## src/rtl/pipeline_hazard_ctrl_if.sv

```systemverilog
// Signal bundle between the pipeline datapath and the hazard controller.
// The master side is the pipeline; the slave side is the controller.
interface pipeline_hazard_ctrl_if #(
  parameter int REG_AW = 5,
  parameter int DEPTH  = 3,
  parameter int CNT_W  = 32
);
  localparam int SELW = $clog2(DEPTH);

  logic              i_mem_stall;
  logic              i_branch_taken;
  logic              i_id_valid;
  logic [REG_AW-1:0] i_id_rs1;
  logic [REG_AW-1:0] i_id_rs2;
  logic [REG_AW-1:0] i_id_rd;
  logic              i_id_use_rs1;
  logic              i_id_use_rs2;
  logic              i_id_reg_write;
  logic              i_id_mem_read;

  logic              o_pc_write;
  logic              o_if_id_write;
  logic              o_if_id_flush;
  logic              o_id_ex_bubble;
  logic [SELW-1:0]   o_fwd_sel_a;
  logic [SELW-1:0]   o_fwd_sel_b;
  logic [CNT_W-1:0]  o_stall_count;
  logic [CNT_W-1:0]  o_flush_count;

  modport master (
    output i_mem_stall, i_branch_taken, i_id_valid,
           i_id_rs1, i_id_rs2, i_id_rd,
           i_id_use_rs1, i_id_use_rs2, i_id_reg_write, i_id_mem_read,
    input  o_pc_write, o_if_id_write, o_if_id_flush, o_id_ex_bubble,
           o_fwd_sel_a, o_fwd_sel_b, o_stall_count, o_flush_count
  );

  modport slave (
    input  i_mem_stall, i_branch_taken, i_id_valid,
           i_id_rs1, i_id_rs2, i_id_rd,
           i_id_use_rs1, i_id_use_rs2, i_id_reg_write, i_id_mem_read,
    output o_pc_write, o_if_id_write, o_if_id_flush, o_id_ex_bubble,
           o_fwd_sel_a, o_fwd_sel_b, o_stall_count, o_flush_count
  );
endinterface

```

## src/rtl/pipeline_hazard_ctrl.sv

```systemverilog
// Load-use stall, branch flush and operand-forwarding control for an in-order
// pipeline; tracks DEPTH post-ID slots (slot 0 = EX, slot DEPTH-1 = WB).
module pipeline_hazard_ctrl #(
  parameter int REG_AW   = 5,
  parameter int DEPTH    = 3,
  parameter int LOAD_LAT = 1,
  parameter int BR_STAGE = 1,
  parameter int CNT_W    = 32
) (
  input  logic                 i_clk,
  input  logic                 i_rst_n,
  pipeline_hazard_ctrl_if.slave bus
);
  localparam int SELW = $clog2(DEPTH);

  logic              r_vld [DEPTH];
  logic              r_wr  [DEPTH];
  logic              r_ld  [DEPTH];
  logic [REG_AW-1:0] r_rd  [DEPTH];
  logic [REG_AW-1:0] r_rs1 [DEPTH];
  logic [REG_AW-1:0] r_rs2 [DEPTH];
  logic [CNT_W-1:0]  r_stall_cnt;
  logic [CNT_W-1:0]  r_flush_cnt;

  logic              w_haz;
  logic              w_flush;
  logic              w_stall;
  logic              w_load;

  // The youngest in-flight writer of rs decides; a load too young to forward stalls ID.
  function automatic logic load_hazard(input logic use_b, input logic [REG_AW-1:0] rs);
    logic found;
    logic hit;
    found = 1'b0;
    hit   = 1'b0;
    if (use_b && (rs != '0)) begin
      for (int j = 0; j < DEPTH - 1; j++) begin
        if (!found && r_vld[j] && r_wr[j] && (r_rd[j] == rs)) begin
          found = 1'b1;
          hit   = r_ld[j] && (j < LOAD_LAT);
        end
      end
    end
    return hit;
  endfunction

  function automatic logic [SELW-1:0] fwd_pick(input logic [REG_AW-1:0] rs);
    logic [SELW-1:0] sel;
    sel = '0;
    for (int k = DEPTH - 1; k >= 1; k--) begin
      if (r_vld[k] && r_wr[k] && (r_rd[k] == rs) && (rs != '0)) sel = SELW'(k);
    end
    return sel;
  endfunction

  function automatic logic [CNT_W-1:0] sat_inc(input logic [CNT_W-1:0] c);
    return (&c) ? c : c + CNT_W'(1);
  endfunction

  always_comb begin
    w_haz = 1'b0;
    if (bus.i_id_valid) begin
      w_haz = load_hazard(bus.i_id_use_rs1, bus.i_id_rs1) ||
              load_hazard(bus.i_id_use_rs2, bus.i_id_rs2);
    end
  end

  assign w_flush = !bus.i_mem_stall && bus.i_branch_taken;
  assign w_stall = !bus.i_mem_stall && !bus.i_branch_taken && w_haz;
  assign w_load  = !bus.i_mem_stall && !bus.i_branch_taken && !w_haz && bus.i_id_valid;

  // Slot valid bits and event counters: the only state that needs reset.
  always_ff @(posedge i_clk or negedge i_rst_n) begin
    if (!i_rst_n) begin
      for (int k = 0; k < DEPTH; k++) r_vld[k] <= 1'b0;
      r_stall_cnt <= '0;
      r_flush_cnt <= '0;
    end else if (!bus.i_mem_stall) begin
      r_vld[0] <= w_load;
      for (int k = 1; k < DEPTH; k++) begin
        r_vld[k] <= r_vld[k-1] && !(w_flush && ((k - 1) < BR_STAGE));
      end
      if (w_stall) r_stall_cnt <= sat_inc(r_stall_cnt);
      if (w_flush) r_flush_cnt <= sat_inc(r_flush_cnt);
    end
  end

  // Slot payload shifts with the valid bits; unused sources are stored as x0.
  always_ff @(posedge i_clk) begin
    if (!bus.i_mem_stall) begin
      r_wr[0]  <= bus.i_id_reg_write;
      r_ld[0]  <= bus.i_id_mem_read;
      r_rd[0]  <= bus.i_id_rd;
      r_rs1[0] <= (w_load && bus.i_id_use_rs1) ? bus.i_id_rs1 : '0;
      r_rs2[0] <= (w_load && bus.i_id_use_rs2) ? bus.i_id_rs2 : '0;
      for (int k = 1; k < DEPTH; k++) begin
        r_wr[k]  <= r_wr[k-1];
        r_ld[k]  <= r_ld[k-1];
        r_rd[k]  <= r_rd[k-1];
        r_rs1[k] <= r_rs1[k-1];
        r_rs2[k] <= r_rs2[k-1];
      end
    end
  end

  always_comb begin
    bus.o_pc_write     = 1'b1;
    bus.o_if_id_write  = 1'b1;
    bus.o_if_id_flush  = 1'b0;
    bus.o_id_ex_bubble = 1'b0;
    if (bus.i_mem_stall) begin
      bus.o_pc_write    = 1'b0;
      bus.o_if_id_write = 1'b0;
    end else if (bus.i_branch_taken) begin
      bus.o_if_id_flush  = 1'b1;
      bus.o_id_ex_bubble = 1'b1;
    end else if (w_haz) begin
      bus.o_pc_write     = 1'b0;
      bus.o_if_id_write  = 1'b0;
      bus.o_id_ex_bubble = 1'b1;
    end
  end

  assign bus.o_fwd_sel_a   = fwd_pick(r_rs1[0]);
  assign bus.o_fwd_sel_b   = fwd_pick(r_rs2[0]);
  assign bus.o_stall_count = r_stall_cnt;
  assign bus.o_flush_count = r_flush_cnt;

endmodule

```

## src/flat_wrapper.sv

```systemverilog
// flat-port wrapper written by rule: the top's interface ports become plain ports
module pipeline_hazard_ctrl_flat 
#(
  parameter int REG_AW   = 5,
  parameter int DEPTH    = 3,
  parameter int LOAD_LAT = 1,
  parameter int BR_STAGE = 1,
  parameter int CNT_W    = 32
)
  (i_clk, i_rst_n, bus_i_mem_stall, bus_i_branch_taken, bus_i_id_valid, bus_i_id_rs1, bus_i_id_rs2, bus_i_id_rd, bus_i_id_use_rs1, bus_i_id_use_rs2, bus_i_id_reg_write, bus_i_id_mem_read, bus_o_pc_write, bus_o_if_id_write, bus_o_if_id_flush, bus_o_id_ex_bubble, bus_o_fwd_sel_a, bus_o_fwd_sel_b, bus_o_stall_count, bus_o_flush_count);
  pipeline_hazard_ctrl_if #(.REG_AW(REG_AW), .DEPTH(DEPTH), .CNT_W(CNT_W)) bus_i ();
  input  logic i_clk;
  input  logic i_rst_n;
  input wire logic [$bits(bus_i.i_mem_stall)-1:0] bus_i_mem_stall;
  input wire logic [$bits(bus_i.i_branch_taken)-1:0] bus_i_branch_taken;
  input wire logic [$bits(bus_i.i_id_valid)-1:0] bus_i_id_valid;
  input wire logic [$bits(bus_i.i_id_rs1)-1:0] bus_i_id_rs1;
  input wire logic [$bits(bus_i.i_id_rs2)-1:0] bus_i_id_rs2;
  input wire logic [$bits(bus_i.i_id_rd)-1:0] bus_i_id_rd;
  input wire logic [$bits(bus_i.i_id_use_rs1)-1:0] bus_i_id_use_rs1;
  input wire logic [$bits(bus_i.i_id_use_rs2)-1:0] bus_i_id_use_rs2;
  input wire logic [$bits(bus_i.i_id_reg_write)-1:0] bus_i_id_reg_write;
  input wire logic [$bits(bus_i.i_id_mem_read)-1:0] bus_i_id_mem_read;
  output wire logic [$bits(bus_i.o_pc_write)-1:0] bus_o_pc_write;
  output wire logic [$bits(bus_i.o_if_id_write)-1:0] bus_o_if_id_write;
  output wire logic [$bits(bus_i.o_if_id_flush)-1:0] bus_o_if_id_flush;
  output wire logic [$bits(bus_i.o_id_ex_bubble)-1:0] bus_o_id_ex_bubble;
  output wire logic [$bits(bus_i.o_fwd_sel_a)-1:0] bus_o_fwd_sel_a;
  output wire logic [$bits(bus_i.o_fwd_sel_b)-1:0] bus_o_fwd_sel_b;
  output wire logic [$bits(bus_i.o_stall_count)-1:0] bus_o_stall_count;
  output wire logic [$bits(bus_i.o_flush_count)-1:0] bus_o_flush_count;
  assign bus_i.i_mem_stall = bus_i_mem_stall;
  assign bus_i.i_branch_taken = bus_i_branch_taken;
  assign bus_i.i_id_valid = bus_i_id_valid;
  assign bus_i.i_id_rs1 = bus_i_id_rs1;
  assign bus_i.i_id_rs2 = bus_i_id_rs2;
  assign bus_i.i_id_rd = bus_i_id_rd;
  assign bus_i.i_id_use_rs1 = bus_i_id_use_rs1;
  assign bus_i.i_id_use_rs2 = bus_i_id_use_rs2;
  assign bus_i.i_id_reg_write = bus_i_id_reg_write;
  assign bus_i.i_id_mem_read = bus_i_id_mem_read;
  assign bus_o_pc_write = bus_i.o_pc_write;
  assign bus_o_if_id_write = bus_i.o_if_id_write;
  assign bus_o_if_id_flush = bus_i.o_if_id_flush;
  assign bus_o_id_ex_bubble = bus_i.o_id_ex_bubble;
  assign bus_o_fwd_sel_a = bus_i.o_fwd_sel_a;
  assign bus_o_fwd_sel_b = bus_i.o_fwd_sel_b;
  assign bus_o_stall_count = bus_i.o_stall_count;
  assign bus_o_flush_count = bus_i.o_flush_count;
  pipeline_hazard_ctrl #(.REG_AW(REG_AW), .DEPTH(DEPTH), .LOAD_LAT(LOAD_LAT), .BR_STAGE(BR_STAGE), .CNT_W(CNT_W)) u_core (.i_clk(i_clk), .i_rst_n(i_rst_n), .bus(bus_i));
endmodule
```

## config.mk

```make
export PLATFORM = sky130hd
export DESIGN_NAME = pipeline_hazard_ctrl_flat
export DESIGN_NICKNAME = d
export VERILOG_FILES = /design/src/rtl/pipeline_hazard_ctrl_if.sv /design/src/rtl/pipeline_hazard_ctrl.sv /design/src/flat_wrapper.sv
export SDC_FILE = /design/constraint.sdc
export NUM_CORES = 1
export LEC_CHECK = 0
export ABC_CLOCK_PERIOD_IN_PS = 3100
export CAP_MARGIN = 5
export CORE_MARGIN = 3
export CORE_UTILIZATION = 45
export DETAILED_ROUTE_END_ITERATION = 7
export PLACE_DENSITY = 0.76
export SLEW_MARGIN = 20
export SYNTH_ARGS = -nofsm -noshare
export SYNTH_HDL_FRONTEND = slang
export SYNTH_SLANG_ARGS = --single-unit
```

## constraint.sdc

```tcl
create_clock -name i_clk -period 3.1 [get_ports i_clk]
set_input_delay 0.31 -clock i_clk [delete_from_list [all_inputs] [get_ports i_clk]]
set_output_delay 0.31 -clock i_clk [all_outputs]
set_load 0.005 [all_outputs]
```

==> results.md <==
- CP endpoint kind: output pin
- Placed cells: 633
- Worst EP required: 2790 ps
- Fin Clk Skew: 10.31 ps
- Vias in the first global route: 3483
- Die Y: 107.1 µm
- Static Leak: 2.329 nW
- Post-synthesis async set-or-reset flop share: 0.6979
- Worst Path Max Fanout: 3
- Post-DR wirelength/cell: 15.27 µm
- Outcome: complete, no violations
- N_diodes: 0
- DRC marker count from the first detailed-route iteration: 188
- Total routed wirelength: 9.908 mm
- CTS Buffer Depth: 2
- Max Slew Vio Count: 0
- Avg Vias per Cell: 5.311
- Pre-CTS setup slack: 416.4 ps
- Reg2reg end: u_core.r_rs2[0][2]$_SDFFCE_PN0N_
- Die width: 107.1 µm
- Reg2Reg Launch Point: u_core.r_rd[0][3]$_DFFE_PN_
- CTS root buffer: clkbuf_8
- Power Dens Cells: 428.1 nW/µm²
- Synth cell types: 45
- Final setup margin: 371.8 ps
- Critical path class: flip-flop to output pin
- Net count after synthesis: 435
- Largest net degree at the start of global routing: 49
- Peak supply drop: 288.1 µV
- Clk_lat worst skew: 350 ps
- Starting Density: 0.4661
- CTS clock-pin slew for the worst setup and hold paths: 90 ps
- CP startpoint kind: flip-flop
- Hpwl dp: 7.334 mm
- Share of cells above drive strength 1: 0.06008
- Initial antenna violation count: 0
- Power consumption: 0.002529 W
- Number of cell rows: 36
- Yosys warns: 0
- DR vias: 3447
- GP Congestion: 0.8438
- Fin crit share: 0.8801
- Number of synthesized flops with an enable pin: 29
- CTS Buf Count: 9
- H-tree levels: 3
- PortBufs: 95
- HP Class: input pin to asynchronous set/reset pin
- Cell area after synthesis: 4598 µm²
- CTS tree: done
- Gr ovfl total: 0
- Top FF cell, synth: dfrtp_1
- # nets final: 538
- WP data arrival: 2420 ps
- Worst Tran Pin Value: 613.1 ps
- Full die area: 11470 µm²
- Slew HR: 0.5913
- Filler Cell Count: 782
- DRT Pass-1 Iters: 4
- # clock sinks: 96
- I/O pin cnt: 96
- Mapped Cells: 409
- Routed Antenna Nets: 0
- First-pass GRT wire length: 16.77 mm
- Core Box Area: 9864 µm²
- Area growth from synthesis to layout: 28.46%
- Unrepaired setup endpoints after global routing: false
- Seq/Total Area, Yosys: 0.5540
- GRT Total Usage: 0.1806
- Yosys top cell area share: 0.3646
- FMAX: 366.5 MHz
- Top post-synthesis cells by area: dfrtp_1, edfxtp_1, xnor2_1, xor2_1, nand4_1
- Final setup viols: 0
- Number of max-cap violations: 0
- Avg Cell Area, Syn: 11.24 µm²
- Area leader, netlist: dfrtp_1
- Post-CTS setup buffers: 0
- Drc violations: 0
- Final Hold Fails: 0
- Setup TNS: 0 ps
- R2R depth: 7
- Finished Layout Cells: 649
- R2R setup slack: 760 ps
- Min Tclk post-route: 2728 ps
- Flop and latch count out of synthesis: 96
## placed cells by master, fill, tap and decap left out, drive strengths merged, types with 4 or more instances in the layout
cell type      instances
and2                  12
and3                  11
and4                   5
buf                    6
clkbuf                14
clkdlybuf4s50         94
dfrtp                 67
edfxtp                29
inv                   12
mux2                   4
nand2                 27
nand3                 32
nand4                 28
nor2                  30
nor3                  17
nor4                  13
xnor2                 65
xor2                  21
## cell type report
cell class	instances	area, µm²	share of cell area
repair buffers	101	993.5	0.1682
clock buffers	14	162.7	0.02754
multi-input cells	292	1962	0.3321
clock inverters	1	30.03	0.005084
well taps	133	166.4	0.02817
inverters	12	45.04	0.007625
flip-flops and latches	96	2547	0.4313
## report_power, final
part	switching, W	internal, W	total (W)
combinational	0.000112	0.000157	0.000269
sequential	0.0000778	0.00137	0.00145
clock	0.000395	0.000415	0.000810
total	0.000585	0.00194	0.00253
## through the flow
step / area [µm²] / hold slack [ps] / utilization
after floorplan: 4598 / 14.41 / -
after global placement: 5704 / 271.9 / 0.5783
after detailed placement: 5704 / 275.4 / 0.5783
after CTS: 5907 / 428.2 / 0.5988
after global routing: 5907 / 451.8 / 0.5988
final: 5907 / 419.4 / 0.5988
## kinds of logic (layout without fill, tap and decap cells)
family          Yosys count  in the layout  synth area share
simple gates            187            187            0.2250
xor+xnor                 86             86            0.1638
mux                       4              4          0.009795
fa+ha+maj                 2              2          0.005441
buf+inv                  21            128           0.02068
flops                    96             96            0.5540
compound gates           13             13           0.02123
## critical path, cell delays in order (launching register included)
cell and delay [ps]:
edfxtp_1 450, or4_1 540, nor2_1 140, nor3_1 80, nor4_1 300, clkdlybuf4s50_1 570
## layer usage
metal	share of wire	track usage	wire length [µm]
met4	0.022	0.06301	216
met5	0	0	0
met1	0.44	0.2458	4370
met2	0.47	0.2837	4699
met3	0.063	0.04214	622
## synth_stat cells (2+ instances only)
library cell and instances:
xnor2_1 65, ha_1 2, xor2_1 21, nor4_1 11
and2_1 11, nor3_1 16, nor2_1 30, buf_2 4
inv_1 12, clkbuf_1 2, nor4_4 2, mux2_2 4
o2111ai_1 2, nand2_1 27, and4_1 5, nand4_1 28
and3_1 11, dfrtp_1 67, nand3b_1 3, a21oi_1 3
nand3_1 31, edfxtp_1 29
## worst max path at each step
stage / start / slack, ps / end / cells past startpoint
floorplan: bus_i_mem_stall / 800 / u_core.bus.o_stall_count[1]$_DFFE_PN0P_ / 7
global placement: bus_i_id_rs1[3] / 430 / bus_o_id_ex_bubble / 7
detailed placement: bus_i_id_rs1[3] / 420 / bus_o_id_ex_bubble / 7
CTS: u_core.r_rs1[0][1]$_SDFFCE_PN0N_ / 320 / bus_o_fwd_sel_a[1] / 5
global route: u_core.r_rs1[0][1]$_SDFFCE_PN0N_ / 210 / bus_o_fwd_sel_a[1] / 5
finish: u_core.r_rs1[0][1]$_SDFFCE_PN0N_ / 370 / bus_o_fwd_sel_a[1] / 5
## state kept, by name (all words and copies together) (netlist names)
name / count
u_core.r_vld: 3
u_core.r_rs2: 5
u_core.r_rs1: 5
u_core.bus.o_stall_count: 32
u_core.r_rd: 15
u_core.r_ld: 1
u_core.bus.o_flush_count: 32
u_core.r_wr: 3
## timing repair
item / 4_1_cts / 5_1_grt
hold buffers: 1 / 0
gates resized for setup: 0 / 0
endpoints found under the hold margin: 19 / 0
No activity file was read; power rests on OpenSTA's default activity.
